## src/rtl/issue_pair_reg.sv

```systemverilog
// rtl/issue_pair_reg.sv - ID/EX pipeline register for a 2-way superscalar core with pair splitting
//
// Ports:
//   clk, rst            rising-edge clock, synchronous active-high reset
//   in_valid/in_ready   decode handshake for one instruction pair per cycle
//   a_*, b_*            decoded slot A / slot B fields (valid, op, operands, regs, wen)
//   ex_stall, flush     EX back-pressure and taken-branch kill
//   ex_a_*, ex_b_*      registered issue slots toward the two ALUs
//   split_count         saturating count of pairs that could not co-issue
//
// SPLIT_SAT is the counter ceiling; it stays at 16'hFFFF in the core and only
// exists so the saturation path can be exercised with a smaller ceiling.
module issue_pair_reg #(
  parameter int          XLEN      = 64,
  parameter int          RW        = 5,
  parameter logic [15:0] SPLIT_SAT = 16'hFFFF
) (
  input  logic            clk,
  input  logic            rst,
  input  logic            in_valid,
  output logic            in_ready,
  input  logic            a_vld,
  input  logic            b_vld,
  input  logic [3:0]      a_opr,
  input  logic [3:0]      b_opr,
  input  logic [XLEN-1:0] a_op1,
  input  logic [XLEN-1:0] a_op2,
  input  logic [XLEN-1:0] b_op1,
  input  logic [XLEN-1:0] b_op2,
  input  logic [RW-1:0]   a_rs1,
  input  logic [RW-1:0]   a_rs2,
  input  logic [RW-1:0]   a_rd,
  input  logic [RW-1:0]   b_rs1,
  input  logic [RW-1:0]   b_rs2,
  input  logic [RW-1:0]   b_rd,
  input  logic            a_wen,
  input  logic            b_wen,
  input  logic            ex_stall,
  input  logic            flush,
  output logic            ex_a_vld,
  output logic            ex_b_vld,
  output logic [3:0]      ex_a_opr,
  output logic [3:0]      ex_b_opr,
  output logic [XLEN-1:0] ex_a_op1,
  output logic [XLEN-1:0] ex_a_op2,
  output logic [XLEN-1:0] ex_b_op1,
  output logic [XLEN-1:0] ex_b_op2,
  output logic [RW-1:0]   ex_a_rd,
  output logic [RW-1:0]   ex_b_rd,
  output logic            ex_a_wen,
  output logic            ex_b_wen,
  output logic [15:0]     split_count
);

  // Slot B held back by a split, issued alone on the following cycle.
  logic            pend_vld;
  logic [3:0]      pend_opr;
  logic [XLEN-1:0] pend_op1;
  logic [XLEN-1:0] pend_op2;
  logic [RW-1:0]   pend_rd;
  logic            pend_wen;

  logic b_is_br;
  logic hazard;
  logic split;

  // Slot A source indices only matter to earlier stages; operands arrive already read.
  logic unused_rs;
  assign unused_rs = ^{a_rs1, a_rs2};

  // Branch compares 0111..1010 may only execute on the branch-capable ALU (slot A).
  assign b_is_br = (b_opr >= 4'd7) && (b_opr <= 4'd10);

  // Writes to x0 are discarded, so they never create a RAW dependency.
  assign hazard = a_wen && (a_rd != '0) && ((b_rs1 == a_rd) || (b_rs2 == a_rd));
  assign split  = a_vld && b_vld && (hazard || b_is_br);

  assign in_ready = !rst && !flush && !ex_stall && !pend_vld;

  always_ff @(posedge clk) begin
    if (rst) begin
      ex_a_vld    <= 1'b0;
      ex_b_vld    <= 1'b0;
      ex_a_opr    <= '0;
      ex_b_opr    <= '0;
      ex_a_op1    <= '0;
      ex_a_op2    <= '0;
      ex_b_op1    <= '0;
      ex_b_op2    <= '0;
      ex_a_rd     <= '0;
      ex_b_rd     <= '0;
      ex_a_wen    <= 1'b0;
      ex_b_wen    <= 1'b0;
      pend_vld    <= 1'b0;
      pend_opr    <= '0;
      pend_op1    <= '0;
      pend_op2    <= '0;
      pend_rd     <= '0;
      pend_wen    <= 1'b0;
      split_count <= '0;
    end else if (flush) begin
      // Only valids are killed; stale data behind a cleared valid is harmless.
      ex_a_vld <= 1'b0;
      ex_b_vld <= 1'b0;
      pend_vld <= 1'b0;
    end else if (ex_stall) begin
      // Hold everything, including the pending slot B.
    end else if (pend_vld) begin
      ex_a_vld <= 1'b1;
      ex_a_opr <= pend_opr;
      ex_a_op1 <= pend_op1;
      ex_a_op2 <= pend_op2;
      ex_a_rd  <= pend_rd;
      ex_a_wen <= pend_wen;
      ex_b_vld <= 1'b0;
      pend_vld <= 1'b0;
    end else if (in_valid) begin
      if (split) begin
        ex_a_vld <= 1'b1;
        ex_a_opr <= a_opr;
        ex_a_op1 <= a_op1;
        ex_a_op2 <= a_op2;
        ex_a_rd  <= a_rd;
        ex_a_wen <= a_wen;
        ex_b_vld <= 1'b0;
        pend_vld <= 1'b1;
        pend_opr <= b_opr;
        pend_op1 <= b_op1;
        pend_op2 <= b_op2;
        pend_rd  <= b_rd;
        pend_wen <= b_wen;
        if (split_count != SPLIT_SAT) begin
          split_count <= split_count + 16'd1;
        end
      end else if (!a_vld && b_vld) begin
        // Compact a lone slot B into slot A so a lone branch reaches the branch ALU.
        ex_a_vld <= 1'b1;
        ex_a_opr <= b_opr;
        ex_a_op1 <= b_op1;
        ex_a_op2 <= b_op2;
        ex_a_rd  <= b_rd;
        ex_a_wen <= b_wen;
        ex_b_vld <= 1'b0;
      end else begin
        ex_a_vld <= a_vld;
        ex_a_opr <= a_opr;
        ex_a_op1 <= a_op1;
        ex_a_op2 <= a_op2;
        ex_a_rd  <= a_rd;
        ex_a_wen <= a_wen;
        ex_b_vld <= b_vld;
        ex_b_opr <= b_opr;
        ex_b_op1 <= b_op1;
        ex_b_op2 <= b_op2;
        ex_b_rd  <= b_rd;
        ex_b_wen <= b_wen;
      end
    end else begin
      ex_a_vld <= 1'b0;
      ex_b_vld <= 1'b0;
    end
  end

endmodule

```

## config.mk

```make
export PLATFORM = sky130hd
export DESIGN_NAME = issue_pair_reg
export DESIGN_NICKNAME = d
export VERILOG_FILES = /design/src/rtl/issue_pair_reg.sv
export SDC_FILE = /design/constraint.sdc
export NUM_CORES = 1
export LEC_CHECK = 0
export BUFFER_PORTS_ARGS = -buffer_cell sky130_fd_sc_hd__buf_2
export CAP_MARGIN = 30
export CORE_AREA = 2 2 230 232
export DETAILED_ROUTE_END_ITERATION = 12
export DIE_AREA = 0 0 232 234
export RECOVER_POWER = 100
export SETUP_SLACK_MARGIN = 0.5
export SYNTH_ARGS = -nofsm -noshare
export SYNTH_HDL_FRONTEND = slang
export SYNTH_SLANG_ARGS = --single-unit
```

## constraint.sdc

```tcl
create_clock -name clk -period 2.9 [get_ports clk]
set_input_delay 0.29 -clock clk [delete_from_list [all_inputs] [get_ports clk]]
set_output_delay 0.29 -clock clk [all_outputs]
set_load 0.005 [all_outputs]
```

# ---- After elaboration in Yosys (flattened, before gate mapping)
# Index checks and enable logic that the tools add are counted.
# Widths: inputs -> output; s select.
dict set report op_classes {
  mux 31
  bitwise_logic 5
  add_sub_neg 1
  n_eq_ne 3
  magnitude_cmp 2
  reduce_logical 23
}
# op n
set ops {}
lappend ops {{$mux 64} 8}
lappend ops {{$mux 5} 4}
lappend ops {{$add 16x1->16 const B} 1}
lappend ops {{$mux 4} 4}
lappend ops {{$ne 16x16->1 const B} 1}
lappend ops {{$mux 1} 15}
lappend ops {{$reduce_and 6->1} 2}
lappend ops {{$eq 5x5->1} 2}
lappend ops {{$logic_and 1x1->1} 9}
lappend ops {{$logic_not 1->1} 5}
lappend ops {{$not 1->1} 5}
lappend ops {{$reduce_and 5->1} 1}
lappend ops {{$reduce_bool 5->1} 1}
lappend ops {{$ge 4x3->1 const B} 1}
lappend ops {{$le 4x4->1 const B} 1}
lappend ops {{$reduce_and 3->1} 1}
lappend ops {{$logic_or 1x1->1} 2}
lappend ops {{$reduce_bool 2->1} 1}
lappend ops {{$reduce_or 2->1} 1}
dict set report totals {
  elab_cells 84
  ff_bits 433
}

# ---- Logic depth before layout (Yosys ltp)
# Gate-level depths: netlist (run 1).
dict set report logic_depth {
  ltp_word 8
  depth_mapped 10
}

# ---- Worst setup path before layout (run 1)
# No wires, ideal clock.
dict set report synth_path {
  path_kind {register -> register}
  startpoint {reg split_count[0]}
  endpoint {reg split_count[0]}
  t_arrival_ps 2002
  required_time_ps 2772
  period_less_slack_ps 2130
  path_stages_with_launch 10
  path_slack_ps 770
  setup_time_ps 128
  path_cell_list {dfxtp_1 -> ha_1 -> nand3_1 -> or3_1 -> or2_2 -> clkbuf_1 -> nand3_1 -> buf_2 -> xor2_1 -> nor2_1}
}
dict set report synth_via {
  elab_chain_cells 2
  word_cells_on_any_way 3
  cone_classes {add/sub: 1; eq/ne: 1; reduce/logical: 1}
}
# element line_no
set synth_lines {}
lappend synth_lines {{from (decl)} 52} ;# output logic [15:0] split_count
lappend synth_lines {{from (signal assigned)} 133} ;# split_count <= split_count + 16'd1;
lappend synth_lines {{parallel branches: the longest is 2 deep, another holds $add 16x1->16} -}
# Parallel ways; which one is timed is not known.
# A chain may end at the register's enable or synchronous reset.

# ---- Final worst setup path (run 1)
dict set report layout_path {
  startpoint {in a_rd[4]}
  endpoint {reg pend_op1[37]}
}
dict set report layout_via {
  elab_chain_cells 6
  word_cells_on_any_way 9
  cone_classes {eq/ne: 2; reduce/logical: 7}
}
# element line_no
set layout_lines {}
lappend layout_lines {{from (decl)} 32} ;# input logic [RW-1:0] a_rd,
lappend layout_lines {{$eq 5x5->1 or $reduce_bool 5->1 (tied branches)} 75} ;# assign hazard = a_wen && (a_rd != '0) && ((b_rs1 == a_rd) || (b_rs2 == a_rd));
lappend layout_lines {{$logic_or 1x1->1 or $logic_and 1x1->1 (tied branches)} 75}
lappend layout_lines {{$logic_and 1x1->1 (*)} 75}
lappend layout_lines {{$logic_or 1x1->1 (*)} 76} ;# assign split = a_vld && b_vld && (hazard || b_is_br);
lappend layout_lines {{$logic_and 1x1->1 (*)} 76}
lappend layout_lines {{$reduce_and 5->1 (no source line) (*)} -}
lappend layout_lines {{to (signal assigned)} 128} ;# pend_op1 <= b_op1;
lappend layout_lines {{to (decl)} 58} ;# logic [XLEN-1:0] pend_op1;
# Mark *: on every way between the ends. The rest lies on a longest branch, timed or not.

==> results.json, run 1 <==
{
  "outcome": "finished, final reports clean",
  "worst_pin_slew_ns": 1.045,
  "syn_inst": 2247,
  "power_density_nw_per_um2": 565.0,
  "gr-total-overflow": 0,
  "async_flop_share_pct": 0,
  "num_rows": 84,
  "synth_top_area_cell": "dfxtp_1",
  "dp.cells": 3389,
  "drive_gt1_share_pct": 16.47,
  "synth_top_area_share_pct": 47.70,
  "maxCapViolCount": 0,
  "post_cts_buffers": 0,
  "timing.final.crit_share_pct": 83.35,
  "setup_violations": 0,
  "final.setup.tns_ns": 0,
  "stdcell_count": 3613,
  "place_hpwl_mm": 40.81,
  "yosysMostFrequentCell": "nor2_1",
  "cp_max_fo": 55,
  "syn_area_um2": 18170,
  "dr.pass1.iters": 7,
  "numCtsBuffers": 50,
  "clkSinkCount": 433,
  "coreArea_um2": 52020,
  "area_delta_synth_final_pct": 34.40,
  "criticalPathCategory": "input pin to register",
  "n_fill_cell": 5187,
  "relSlewSlack_pct": 30.33,
  "num_vias": 17760,
  "viasPerCell": 4.915,
  "synth-edff-count": 0,
  "postSynthAreaPerCell_um2": 8.087,
  "drtIter0Drc": 980,
  "synth_seq_cells": 433,
  "wl_met2_mm": 28.71,
  "grt_setup_unrepaired": "false",
  "grt_pass1_wl_mm": 91.07,
  "yosys.cell_types.count": 34,
  "hp-class": "input pin to register",
  "worst_setup_path_end_kind": "register",
  "critPathLaunchType": "input pin",
  "grt_max_degree": 199,
  "syn_nets": 2551,
  "multi_input_area_um2": 8677,
  "wl_met3_mm": 4.473,
  "top_layer": "met5",
  "synth_area_leaders": "dfxtp_1 48%, mux2i_1 15%, nor2_1 12%, a21oi_1 12%, nand2_1 5.9%",
  "ant_nets": 0,
  "path_clk_slew_ns": 0.05,
  "final_area_um2": 24420,
  "slowest_delay_ns": 0.47,
  "dp_slack_ns": 0.1058,
  "gp_congestion": 0.8412,
  "placed_area_um2": 21750,
  "grt_antenna_before_repair": 7,
  "die-area_um2": 54290,
  "synthTopCellsByCount": "574 x nor2_1, 433 x dfxtp_1, 425 x a21oi_1",
  "utilization_pct": 46.95,
  "crit_required_ns": 3.39,
  "drc": 0,
  "ys_seq_area_share_pct": 47.70,
  "ys_warn_count": 0,
  "dieWidth_um": 232,
  "clock_tree.root_cell": "clkbuf_16",
  "slew_viol_final": 0,
  "pin_count": 598,
  "max_freq_mhz": 413.7,
  "clock_path_buffers": 3,
  "io_buffer_count": 587,
  "final_nets": 3193,
  "synth_top_flop_cell": "dfxtp_1",
  "wl_met1_mm": 25.51,
  "final-hold-violation-count": 0,
  "slowest_stage": "clkbuf_1",
  "wl_per_cell_um": 16.71,
  "grt_usage_pct": 20.98,
  "vdd_drop_max_mv": 0.4348,
  "fin_crit_ns": 2.417,
  "finClkSkew_ns": 0.01281,
  "cts_tree": "done",
  "p_leak_uw": 0.01030,
  "cp_cell_sequence": "buf_2, xor2_1, nor3_1, a22oi_1, o21ai_0, clkbuf_1, and2_4, buf_12, nand2_1, a21oi_1",
  "seqCellArea_um2": 8668,
  "arrival_ns": 2.91,
  "insertion_delay_ns": 0.57,
  "htree_num_levels": 2,
  "first_global_vias": 16800,
  "fin_ws_ns": 0.4828,
  "routed_wl_mm": 60.36,
  "die_y_um": 234,
  "start_util_pct": 34.93
}
layout by cell type, fill, tap and decap left out, types with 2 or more instances in the layout:
| cell type | count |
|---|---|
| clkbuf_1 | 240 |
| o31ai_1 | 3 |
| or3_1 | 4 |
| dfxtp_1 | 433 |
| a21oi_1 | 425 |
| buf_12 | 20 |
| clkbuf_8 | 8 |
| dlygate4sd3_1 | 136 |
| nand4_1 | 10 |
| xor2_1 | 17 |
| a22oi_1 | 2 |
| nor3_1 | 6 |
| buf_4 | 18 |
| o21ai_0 | 6 |
| buf_2 | 365 |
| clkinv_2 | 2 |
| nor2_1 | 574 |
| mux2i_1 | 276 |
| nand2_1 | 285 |
| clkbuf_16 | 53 |
| diode_2 | 4 |
| or4_1 | 5 |
| nand3_1 | 6 |
| inv_1 | 2 |
| bufinv_16 | 3 |
| and3_1 | 3 |
routing by layer:
metal  global-route usage, %  up-vias
met5                       0        -
met4                   7.071        6
met3                   5.812      112
met2                   35.36      595
met1                   25.77     8304
li1                        -     8742
critical path: cells and delay by family:
kind,cells,cell delay [ns]
AOI/OAI and AO/OA,3,0.72
and+or+nand+nor,3,0.68
xor gates and xnor gates,1,0.19
buffers and inverters,3,0.94
area by class of cell:
cell class	count	area share (%)
clock inverter	7	0.4764
inverter	2	0.03074
multi-input combinational	1637	35.53
timing repair buffer	765	18.78
tap	688	3.525
clock buffer	77	6.127
sequential	433	35.49
antenna	4	0.04098
metrics by stage:
step | hold WS [ns] | total power (uW)
2_1_floorplan | 0.4260 | 6977
3_3_place_gp | 0.4410 | 7565
3_5_place_dp | 0.4463 | 7591
4_1_cts | 0.009977 | 13990
5_1_grt | 0.02152 | 14350
6_report | 0.04228 | 13800
registers in the layout, indices dropped and copies added, names as in the netlist, 5 cells and up:
name,flops
ex_a_op1,64
ex_a_op2,64
ex_b_op1,64
ex_b_op2,64
pend_op1,64
pend_op2,64
split_count,16
ex_a_rd,5
ex_b_rd,5
pend_rd,5
worst paths after layout:
| kind | cells after the start | from | endpoint | slack, ns |
|---|---|---|---|---|
| worst max-delay path | 10 | a_rd[4] | pend_op1[37]$_SDFFE_PP0P_ | 0.48 |
| worst min-delay path | 3 | b_op1[63] | pend_op1[63]$_SDFFE_PP0P_ | 0.04 |
| worst max register to register | 8 | split_count[0]$_SDFFE_PP0P_ | split_count[0]$_SDFFE_PP0P_ | 0.53 |
| worst min register to register | 2 | pend_op1[32]$_SDFFE_PP0P_ | pend_op1[32]$_SDFFE_PP0P_ | 0.45 |
cell families after synthesis:
group                    after synthesis  synth area share (%)
AO/OA/AOI/OAI                        441                 12.30
flip-flops                           433                 47.70
AND/OR/NAND/NOR                      901                 19.13
XOR/XNOR                              17                0.8193
multiplexers                         277                 15.26
adder cells (fa/ha/maj)                1               0.06884
buffers and inverters                177                 4.709
power by group:
| group | internal, uW | total (uW) | switching, uW |
|---|---|---|---|
| sequential | 6090 | 6160 | 71.8 |
| clock | 3780 | 6220 | 2440 |
| combinational | 655 | 1420 | 768 |
| total | 10500 | 13800 | 3280 |
repair_timing:
| item | in CTS | in global routing |
|---|---|---|
| resized for setup | 1 | 1 |
| hold endpoints to repair | 245 | 0 |
| hold buffers | 136 | 0 |
| endpoints found under the setup margin | 4 | 3 |
Power figures use the tool's default switching activity.
==> inputs of run 2 (changes only) <==
ABC_AREA = 1   (was not set)
CORE_AREA = 2 2 231 233   (was 2 2 230 232)
DIE_AREA = 0 0 233 235   (was 0 0 232 234)
clock period = 2.2 ns   (was 2.9 ns; I/O delays follow)
==> run 2 against run 1 <==
Compared with the run above:
- design area up 10%
- via count up 22%
- count of clock-buffer cells in the layout down 4
- largest cell class unchanged
==> results.json, run 2 <==
{
  "outcome": "finished, final reports clean",
  "final_nets": 3727,
  "yosys.cell_types.count": 31,
  "syn_inst": 2643,
  "grtUsageMet1_pct": 32.21,
  "path_clk_slew_ns": 0.06,
  "pin_count": 598,
  "seqCellArea_um2": 8668,
  "use_met2_pct": 46.24,
  "async_flop_share_pct": 0,
  "criticalPathCategory": "register to register",
  "slew_viol_final": 0,
  "final_cell_mix": "874 x nand2_1, 433 x dfxtp_1, 389 x buf_2",
  "hp-start": "a_op1[49]",
  "first_global_vias": 20810,
  "num_vias": 21740,
  "io_buffer_count": 587,
  "cp_max_fo": 6,
  "synth_seq_cells": 433,
  "fin_crit_ns": 1.976,
  "synth-edff-count": 0,
  "gr-total-overflow": 0,
  "numCtsBuffers": 48,
  "finClkSkew_ns": 0.02338,
  "stdcell_count": 4148,
  "final.setup.tns_ns": 0,
  "ys_warn_count": 0,
  "drive_gt1_share_pct": 17.27,
  "worst_setup_path_end_kind": "register",
  "use_met3_pct": 6.602,
  "num_rows": 84,
  "grt_usage_pct": 26.99,
  "syn_nets": 2947,
  "grt_antenna_before_repair": 11,
  "arrival_ns": 2.45,
  "hp-class": "input pin to register",
  "cts_tree": "done",
  "setup_violations": 0,
  "wl_per_cell_um": 19.86,
  "layout_commonest_cell": "nand2_1",
  "synth_top_area_cell": "dfxtp_1",
  "place_hpwl_mm": 47.03,
  "p_leak_uw": 0.01133,
  "insertion_delay_ns": 0.59,
  "timing.final.crit_share_pct": 89.80,
  "maxCapViolCount": 0,
  "clkSinkCount": 433,
  "worst_pin_slew_ns": 1.058,
  "htree_num_levels": 2,
  "synth_area_leaders": "dfxtp_1 47%, nand2_1 18%, o21ai_0 7.7%, nor2_1 6.2%, a31oi_1 4.7%",
  "routed_wl_mm": 82.38,
  "synth_top_flop_cell": "dfxtp_1",
  "drc": 0,
  "ant_nets": 0,
  "clock_tree.root_cell": "clkbuf_16",
  "power_density_nw_per_um2": 694.6,
  "vdd_drop_max_mv": 0.6214,
  "synth_top_area_share_pct": 47.31,
  "die-area_um2": 54760,
  "relSlewSlack_pct": 29.43,
  "gp_congestion": 0.8792,
  "synthTopCellsByCount": "877 x nand2_1, 433 x dfxtp_1, 301 x nor2_1",
  "critPathLaunchType": "register",
  "viasPerCell": 5.240,
  "r2r_start": "pend_vld$_SDFFE_PP0N_",
  "final-hold-violation-count": 0,
  "syn_area_um2": 18320,
  "grt_pass1_wl_mm": 117.3,
  "max_freq_mhz": 506.2,
  "crit_required_ns": 2.67,
  "power.total_uw": 18700,
  "dr.pass1.iters": 5,
  "grt_max_degree": 139,
  "multi_input_area_um2": 8887,
  "dp.cells": 3753,
  "die_y_um": 235,
  "postSynthAreaPerCell_um2": 6.933,
  "n_fill_cell": 5081,
  "area_delta_synth_final_pct": 46.94,
  "start_util_pct": 35.08,
  "dieWidth_um": 233,
  "yosysMostFrequentCell": "nand2_1",
  "ys_seq_area_share_pct": 47.31,
  "grt_setup_unrepaired": "true",
  "crit_path_start": "pend_vld$_SDFFE_PP0N_",
  "drtIter0Drc": 1757,
  "busiest_layer": "met2",
  "coreArea_um2": 52240,
  "clock_path_buffers": 3
}
==> run 2: power breakdown <==
part           leakage (uW)  switching (uW)  internal, uW  total (uW)
registers           0.00352             143          8110        8250
logic               0.00707            1440          1120        2560
clock network      0.000740            3310          4580        7890
total                0.0113            4890         13800       18700
==> run 2: final cells by class <==
type                       instances  share of cell area (%)
antenna                            8                 0.07435
clock buffer                      73                   5.339
clock inverter                     6                  0.2463
inverter                          37                  0.6645
multi-input combinational       1961                   33.01
sequential                       433                   32.19
tap                              688                   3.197
timing repair buffer             941                   25.25
timing repair inverter             1                 0.03253
==> run 2: final timing paths <==
kind | endpoint | slack (ns) | cells after the start
min reg2reg | pend_op2[8]$_SDFFE_PP0P_ | 0.46 | 2
min | ex_a_op1[49]$_SDFFE_PP0P_ | 0.03 | 5
max | ex_b_op1[30]$_SDFFE_PP0P_ | 0.22 | 9
max reg2reg | ex_b_op1[30]$_SDFFE_PP0P_ | 0.22 | 9
==> run 2: repair_timing <==
action / 4_1_cts / 5_1_grt
buffers inserted: 10 / 12
cloned: 9 / 16
resized for setup: 43 / 115
endpoints found under the hold margin: 396 / 0
endpoints found under the setup margin: 281 / 290
pin swaps: 7 / 9
hold buffers: 261 / 0
==> run 2: cell families (layout without fill, tap and decap cells) <==
logic type / Yosys count / after routing / synth area share (%)
simple gates: 1361 / 1365 / 29.46
flops: 433 / 433 / 47.31
buf+inv: 253 / 1058 / 5.545
compound gates: 581 / 581 / 16.95
xor+xnor: 14 / 14 / 0.6692
fa+ha+maj: 1 / 1 / 0.06827
other cells: 0 / 8 / 0
==> run 2: routing by layer <==
| layer | vias up | routed length [um] |
|---|---|---|
| met2 | 1029 | 39370 |
| met1 | 10230 | 33010 |
| li1 | 10280 | - |
| met4 | 4 | 2819 |
| met3 | 191 | 7160 |
| met5 | - | 24 |
==> run 2: critical path, stage by stage, from the launching register on <==
cell and delay [ns]:
dfxtp_1 0.38, nor2_4 0.11, inv_1 0.09, nor4_4 0.27
clkbuf_1 0.24, nand2_8 0.18, buf_12 0.20, clkbuf_16 0.18
o21ai_1 0.13, nor2_1 0.05
==> run 2: through the flow <==
stage               cell area [um2]  hold WS [ns]  util [%]  worst slack [ns]
detailed placement            22010        0.4524     42.13           0.08284
global route                  26920       0.03944     51.53            0.1780
floorplan                     18350        0.3255         -            0.5036
finish                        26930       0.02814     51.55            0.2244
global placement              22010        0.4475     42.13            0.1525
CTS                           26580      0.002476     50.88            0.4902
